### src/rtl/alu_issue_ctrl.sv
// Issue stage feeding the 4-bit combinational ALU: command FIFO,
// registered ALU operands, and a held valid/ready response.
module alu_issue_ctrl #(
    parameter int DATA_W     = 4,
    parameter int OP_W       = 3,
    parameter int FIFO_DEPTH = 4
) (
    input  logic                          clk,
    input  logic                          rst_n,
    input  logic                          cmd_valid,
    output logic                          cmd_ready,
    input  logic [DATA_W-1:0]             cmd_a,
    input  logic [DATA_W-1:0]             cmd_b,
    input  logic [OP_W-1:0]               cmd_op,
    output logic [DATA_W-1:0]             alu_a,
    output logic [DATA_W-1:0]             alu_b,
    output logic [OP_W-1:0]               alu_operation,
    input  logic [DATA_W-1:0]             alu_result,
    input  logic                          alu_carry,
    output logic                          rsp_valid,
    input  logic                          rsp_ready,
    output logic [DATA_W-1:0]             rsp_result,
    output logic                          rsp_carry,
    output logic [OP_W-1:0]               rsp_op,
    output logic                          rsp_illegal,
    output logic [$clog2(FIFO_DEPTH):0]   fifo_count
);

    localparam int AW = $clog2(FIFO_DEPTH);
    localparam int CW = AW + 1;

    typedef enum logic [1:0] {
        IDLE,
        ISSUE,
        HOLD
    } state_t;

    state_t state, state_nxt;

    logic [DATA_W-1:0] mem_a  [FIFO_DEPTH];
    logic [DATA_W-1:0] mem_b  [FIFO_DEPTH];
    logic [OP_W-1:0]   mem_op [FIFO_DEPTH];
    logic [AW-1:0]     wr_ptr;
    logic [AW-1:0]     rd_ptr;

    logic full;
    logic empty;
    logic push;
    logic pop;
    logic capture;
    logic rsp_done;

    assign full      = (fifo_count == CW'(FIFO_DEPTH));
    assign empty     = (fifo_count == '0);
    assign cmd_ready = !full;
    assign push      = cmd_valid && !full;

    always_ff @(posedge clk) begin
        if (!rst_n) begin
            state <= IDLE;
        end else begin
            state <= state_nxt;
        end
    end

    always_comb begin
        state_nxt = state;
        unique case (state)
            IDLE:    if (!empty) state_nxt = ISSUE;
            ISSUE:   state_nxt = HOLD;
            HOLD: begin
                if (rsp_ready) state_nxt = empty ? IDLE : ISSUE;
            end
            default: state_nxt = IDLE;
        endcase
    end

    // A pop in HOLD only happens on the handshake edge, so a full FIFO
    // cannot also push that cycle (cmd_ready looks at full alone).
    always_comb begin
        pop      = 1'b0;
        capture  = 1'b0;
        rsp_done = 1'b0;
        unique case (state)
            IDLE:    pop = !empty;
            ISSUE:   capture = 1'b1;
            HOLD: begin
                rsp_done = rsp_ready;
                pop      = rsp_ready && !empty;
            end
            default: ;
        endcase
    end

    always_ff @(posedge clk) begin
        if (push) begin
            mem_a[wr_ptr]  <= cmd_a;
            mem_b[wr_ptr]  <= cmd_b;
            mem_op[wr_ptr] <= cmd_op;
        end
    end

    always_ff @(posedge clk) begin
        if (!rst_n) begin
            wr_ptr     <= '0;
            rd_ptr     <= '0;
            fifo_count <= '0;
        end else begin
            if (push) wr_ptr <= wr_ptr + AW'(1);
            if (pop)  rd_ptr <= rd_ptr + AW'(1);
            if (push && !pop) fifo_count <= fifo_count + CW'(1);
            else if (pop && !push) fifo_count <= fifo_count - CW'(1);
        end
    end

    always_ff @(posedge clk) begin
        if (!rst_n) begin
            alu_a         <= '0;
            alu_b         <= '0;
            alu_operation <= '0;
            rsp_op        <= '0;
        end else if (pop) begin
            alu_a         <= mem_a[rd_ptr];
            alu_b         <= mem_b[rd_ptr];
            alu_operation <= mem_op[rd_ptr];
            rsp_op        <= mem_op[rd_ptr];
        end
    end

    always_ff @(posedge clk) begin
        if (!rst_n) begin
            rsp_valid   <= 1'b0;
            rsp_result  <= '0;
            rsp_carry   <= 1'b0;
            rsp_illegal <= 1'b0;
        end else if (capture) begin
            rsp_valid   <= 1'b1;
            rsp_result  <= alu_result;
            rsp_carry   <= alu_carry;
            rsp_illegal <= (alu_operation > OP_W'(4));
        end else if (rsp_done) begin
            rsp_valid   <= 1'b0;
        end
    end

endmodule
### config.mk
export PLATFORM = sky130hd
export DESIGN_NAME = alu_issue_ctrl
export DESIGN_NICKNAME = d
export VERILOG_FILES = /design/src/rtl/alu_issue_ctrl.sv
export SDC_FILE = /design/constraint.sdc
export NUM_CORES = 1
export LEC_CHECK = 0
export ABC_CLOCK_PERIOD_IN_PS = 2400
export BUFFER_PORTS_ARGS = -buffer_cell sky130_fd_sc_hd__clkbuf_2
export CAP_MARGIN = 10
export CORE_ASPECT_RATIO = 1.25
export CORE_UTILIZATION = 35
export DETAILED_ROUTE_END_ITERATION = 10
export HOLD_SLACK_MARGIN = 0.02
export PLACE_DENSITY_LB_ADDON = 0.08
export SYNTH_ARGS = -nofsm -noshare
export SYNTH_HDL_FRONTEND = slang
export SYNTH_SLANG_ARGS = --single-unit
### constraint.sdc
create_clock -name clk -period 2.4 [get_ports clk]
set_clock_uncertainty 0.05 [all_clocks]
set_input_delay 0 -clock clk [delete_from_list [all_inputs] [get_ports clk]]
set_output_delay 0 -clock clk [all_outputs]
set_load 0.1 [all_outputs]
==> results.sh, run 1 <==
export IMPL_drv_cap=0
export IMPL_post_route_util_pct=45.05
export IMPL_yosys_top_cells_count="edfxtp_1 (44), dfxtp_1 (27), nand2_1 (12)"
export IMPL_hpwlAfterDp_um=3597
export IMPL_die_width_um=82.18
export IMPL_cts_made_buffers=9
export IMPL_wl_per_cell_um=15.85
export IMPL_diodes=0
export IMPL_cp_cell_sequence="nor3_4, nor3_1, inv_1, ha_1, inv_1, fa_1, xor2_1, or3_1, a21oi_1"
export IMPL_whs_endpoint="rsp_op[1]"
export IMPL_die_y_um=102.2
export IMPL_tritoncts="yes"
export IMPL_postCtsSetupBuffers=0
export IMPL_relSlewSlack_pct=47.09
export IMPL_first_pass_iters=4
export IMPL_routed_via_density=4.869
export IMPL_crit_path_max_fanout=5
export IMPL_grt_overflow=0
export IMPL_coreArea_um2=7792
export IMPL_syn_area_um2=2813
export IMPL_power_density_nw_per_um2=1374
export IMPL_grt_max_degree=16
export IMPL_insertion_delay_ns=0.33
export IMPL_yosysWarnings=0
export IMPL_hold_slack_ns=0.08849
export IMPL_arrival_ns=2.37
export IMPL_antenna_found_initial=0
export IMPL_cts_root_buf="clkbuf_8"
export IMPL_synthFlopType="edfxtp_1"
export IMPL_p_leak_nw=1.336
export IMPL_nets=270
export IMPL_antenna_left=0
export IMPL_crit_family="simple AND/OR/NAND/NOR gates"
export IMPL_ir_drop_v=0.0007574
export IMPL_area_growth_pct=24.82
export IMPL_routed_wl_um=5451
export IMPL_start_util_pct=36.10
export IMPL_globalplace_congestion=0.6854
export IMPL_synth_cell_types=33
export IMPL_worst_path_buf_inv=2
export IMPL_yosysMostFrequentCell="edfxtp_1"
export IMPL_final_setup_viol_count=0
export IMPL_yosysTopAreaCellShare_pct=46.98
export IMPL_slew_viol_final=0
export IMPL_dpl_worst_slack_ns=0.2415
export IMPL_multi_input_comb_area_um2=842.1
export IMPL_grtUsageTotal_pct=14.50
export IMPL_crit_path_frequent_cell="inv_1"
export IMPL_io_pins=45
export IMPL_hp_start="rst_n"
export IMPL_reg2reg_slack_ns=0.24
export IMPL_fin_crit_ns=2.164
export IMPL_cts_clk_slew_worst_paths_ns=0.07
export IMPL_worstRegToRegCells=9
export IMPL_drc=0
export IMPL_numPortBuffers=44
export IMPL_numClockSinks=71
export IMPL_dieArea_um2=8401
export IMPL_power_mw=4.823
export IMPL_drive_above_1_share_pct=27.71
export IMPL_synth_yosys_seq_area_share_pct=66.19
export IMPL_critPathMaxStageDelay_ns=0.39
export IMPL_tns_ns=0
export IMPL_cts_max_level=3
export IMPL_status="complete, no violations"
export IMPL_fill_cells=715
export IMPL_synthCells=180
export IMPL_synth_nets=206
export IMPL_r2r_end="fifo_count[2]"
export IMPL_required_ns=2.61
export IMPL_worstReg2RegStart="fifo_count[0]"
export IMPL_synth_area_leaders="edfxtp_1 (47%), dfxtp_1 (19%), mux4_1 (10%)"
export IMPL_max_slew_worst_pin_slew_ns=0.7925
export IMPL_end_kind="register"
export IMPL_period_share_pct=90.17
export IMPL_path_class="register to register"
export IMPL_dr_total_vias=1675
export IMPL_synth_top_area_cell="edfxtp_1"
export IMPL_fin_ws_ns=0.2358
export IMPL_startpoint_type="register"
export IMPL_grt_pass1_wl_um=8342
export IMPL_placementRows=36
export IMPL_hold_path_cell_count=3
export IMPL_finalHoldViolations=0
export IMPL_drt_iter0_markers=94
export IMPL_critPathSlowestCell="fa_1"
export IMPL_synth_async_reset_ratio_pct=0
export IMPL_min_path_type="input pin to register"
export IMPL_grt_setup_unrepaired="false"
export IMPL_grt_pass1_vias=1674
export IMPL_synth_edff_count=44
export IMPL_clk_path_buf_depth=2
export IMPL_ys_ff_latch=71
export IMPL_seqCellArea_um2=1871
export IMPL_fmax_mhz=462.1
export IMPL_postSynthAreaPerCell_um2=15.63
## state kept, by name (all words and copies together) (netlist names), 2 cells and up
name and cells:
alu_b 4, mem_b 16, alu_a 4, fifo_count 3, mem_a 16, wr_ptr 2
rsp_op 3, rsp_result 4, state 2, rd_ptr 2, mem_op 12
## layout by cell type (no fill, tap or decap), types with 3 or more instances in the layout
cell type and n:
mux4_1 11, o21ai_0 4, nand2_1 12, edfxtp_1 44
dfxtp_1 24, o2bb2ai_1 11, dlygate4sd3_1 18, nor2_1 11
clkbuf_8 10, and3_1 4, a21oi_1 5, inv_1 7
buf_4 3, ha_1 5, clkbuf_2 44, mux2i_1 7
## logic make-up (layout without fill, tap and decap cells)
kind of cell | count (synthesis) | count (layout) | share of synthesized area (%)
compound gates | 23 | 23 | 5.872
flops | 71 | 71 | 66.19
simple gates | 40 | 40 | 7.340
mux | 18 | 18 | 12.77
fa+ha+maj | 6 | 6 | 2.936
xor+xnor | 2 | 2 | 0.6229
buf+inv | 20 | 89 | 4.270
## worst min-delay path, delay by kind of cell
| kind | cells | cell delay [ns] |
|---|---|---|
| AOI/OAI and AO/OA | 1 | 0.06 |
| and+or+nand+nor | 1 | 0.13 |
| buffers and inverters | 1 | 0.24 |
## through the flow
stage          instances  cell area (um2)
2_1_floorplan        180             2836
3_3_place_gp         310             3108
3_5_place_dp         310             3108
4_1_cts              344             3511
5_1_grt              344             3511
6_report             344             3511
## repair_timing
item | in CTS | in global routing
endpoints found under the hold margin | 53 | 0
hold buffers | 18 | 0
gates resized for setup | 0 | 0
## worst max-delay path by stage
stage	from	to	slack, ns	cells past startpoint
floorplan	fifo_count[1]	fifo_count[2]	0.03	10
global placement	fifo_count[2]	fifo_count[2]	0.35	9
detailed placement	fifo_count[0]	fifo_count[2]	0.24	9
CTS	fifo_count[0]	fifo_count[2]	0.23	9
global route	fifo_count[0]	fifo_count[2]	0.07	9
finish	fifo_count[0]	fifo_count[2]	0.24	9
## where the power goes
part           switching, mW  internal, mW  total, mW
logic                   1.52         0.511       2.03
clock network          0.435         0.614       1.05
registers              0.224          1.52       1.75
total                   2.18          2.65       4.82
## per-layer routing
metal | part of all wire, % | wire length, um | vias up | global-route usage [%]
met4 | 1.4 | 78 | 0 | 7.692
met5 | 0 | 0 | - | 0
met1 | 42 | 2291 | 818 | 16.07
met3 | 4.2 | 228 | 7 | 3.661
li1 | - | - | 811 | -
met2 | 52 | 2852 | 39 | 25.17
## cell type report
| type | count | area share, % |
|---|---|---|
| inverter | 8 | 0.9622 |
| sequential | 71 | 53.28 |
| clock inverter | 5 | 2.316 |
| tap | 95 | 3.386 |
| multi-input combinational | 89 | 23.98 |
| timing repair buffer | 65 | 12.05 |
| clock buffer | 11 | 4.027 |
(Power assumes the default switching activity.)
==> run 2: changes to the inputs <==
--- a/config.mk
+++ b/config.mk
@@ -12,2 +12,3 @@
 export CORE_UTILIZATION = 35
+export CTS_CLUSTER_SIZE = 8
 export DETAILED_ROUTE_END_ITERATION = 10
==> constraint.sdc (replaced) <==
create_clock -name clk -period 2.4 [get_ports clk]
set_clock_uncertainty 0.05 [all_clocks]
set_input_delay 0.48 -clock clk [delete_from_list [all_inputs] [get_ports clk]]
set_output_delay 0.48 -clock clk [all_outputs]
set_load 0.1 [all_outputs]
==> results.sh, run 2 (synthesis gave the netlist of run 1 again) <==
export IMPL_first_pass_iters=4
export IMPL_diodes=0
export IMPL_postCtsHoldBufs=0
export IMPL_die_y_um=102.2
export IMPL_finalHoldViolations=0
export IMPL_clk_path_buf_depth=2
export IMPL_grt_overflow=0
export IMPL_critPathMaxStageDelay_ns=0.40
export IMPL_cts_root_buf="clkbuf_8"
export IMPL_numClockSinks=71
export IMPL_drc=0
export IMPL_startpoint_type="register"
export IMPL_path_class="register to output pin"
export IMPL_cts_clk_slew_worst_paths_ns=0.08
export IMPL_dp_cells=314
export IMPL_max_slew_worst_pin_slew_ns=0.8110
export IMPL_drt_iter0_markers=65
export IMPL_wl_per_cell_um=16.67
export IMPL_grtUsageTotal_pct=14.89
export IMPL_grt_pass1_wl_um=8562
export IMPL_largest_registers="mem_a: 16 flops, mem_b: 16 flops, mem_op: 12 flops"
export IMPL_routed_via_density=5.012
export IMPL_area_growth_pct=19.39
export IMPL_tns_ns=0
export IMPL_met1_length_um=2179
export IMPL_cts_max_level=3
export IMPL_die_width_um=82.18
export IMPL_seqCellArea_um2=1871
export IMPL_antenna_found_initial=0
export IMPL_critPathSlowestCell="clkbuf_2"
export IMPL_insertion_delay_ns=0.34
export IMPL_mostFrequentLayoutCells="clkbuf_2 (44), edfxtp_1 (44), dfxtp_1 (24)"
export IMPL_globalplace_congestion=0.6637
export IMPL_drv_cap=0
export IMPL_fin_cells=330
export IMPL_met3WireLength_um=219
export IMPL_end_kind="output pin"
export IMPL_dr_total_vias=1654
export IMPL_min_path_type="input pin to register"
export IMPL_drive_above_1_share_pct=31.49
export IMPL_crit_path_max_fanout=7
export IMPL_nets=256
export IMPL_grt_max_degree=15
export IMPL_fmax_mhz=447.9
export IMPL_cp_cell_sequence="nor3b_2, clkinvlp_4, clkbuf_2"
export IMPL_arrival_ns=1.70
export IMPL_coreArea_um2=7792
export IMPL_fin_crit_ns=2.233
export IMPL_slew_viol_final=0
export IMPL_tritoncts="yes"
export IMPL_relSlewSlack_pct=45.86
export IMPL_antenna_left=0
export IMPL_grt_setup_unrepaired="false"
export IMPL_io_pins=45
export IMPL_grt_pass1_vias=1744
export IMPL_start_util_pct=36.10
export IMPL_highest_layer="met4"
export IMPL_numPortBuffers=44
export IMPL_reg2reg_slack_ns=0.20
export IMPL_required_ns=1.87
export IMPL_postCtsSetupBuffers=0
export IMPL_hpwlAfterDp_um=3700
export IMPL_cts_resized=0
export IMPL_period_share_pct=93.03
export IMPL_final_setup_viol_count=0
export IMPL_multi_input_comb_area_um2=842.1
export IMPL_wl_met2_um=2991
export IMPL_dieArea_um2=8401
export IMPL_placementRows=36
export IMPL_status="complete, no violations"
export IMPL_routed_wl_um=5502
export IMPL_cts_made_buffers=9
export IMPL_fill_cells=728
==> run 2: path summary, 6_finish.rpt <==
check	startpoint	to	cells after the start
setup reg to reg	fifo_count[2]	fifo_count[2]	9
hold reg to reg	alu_b[2]	alu_b[2]	2
hold / removal	cmd_a[3]	mem_a[0][3]	1
setup / recovery	fifo_count[0]	cmd_ready	3
==> run 2: per-layer routing <==
layer | vias up | GRT usage (%)
li1 | 789 | -
met1 | 813 | 15.95
met2 | 40 | 26.00
met3 | 12 | 3.750
met4 | 0 | 8.907
met5 | - | 0
==> run 2: critical path: cells and delay by family (launching register included) <==
kind / cells / cell delay [ns]
DFF: 1 / 0.38
buffers and inverters: 2 / 0.63
and+or+nand+nor: 1 / 0.36
==> run 2: final cells by class <==
| cell class | instances | area share, % |
|---|---|---|
| Tap cell | 95 | 3.539 |
| Clock inverter | 7 | 2.869 |
| Timing Repair Buffer | 51 | 8.122 |
| Sequential cell | 71 | 55.70 |
| Multi-Input combinational cell | 89 | 25.07 |
| Inverter | 8 | 1.006 |
| Clock buffer | 9 | 3.689 |
==> run 2: through the flow <==
stage	area [um2]	hold slack (ns)	util, %	setup slack [ns]
after global placement	3138	0.4078	40.27	0.2057
after CTS	3358	0.2891	43.10	0.1390
after global routing	3358	0.2782	43.10	0.03041
final	3358	0.3047	43.10	0.1672
after floorplan	2836	0.4220	-	0.03300
after detailed placement	3138	0.4118	40.27	0.07715
Power of run 2 is left out: the tool's default activity adds up to more than one toggle a clock period on the data nets, which glitch-free logic cannot reach.
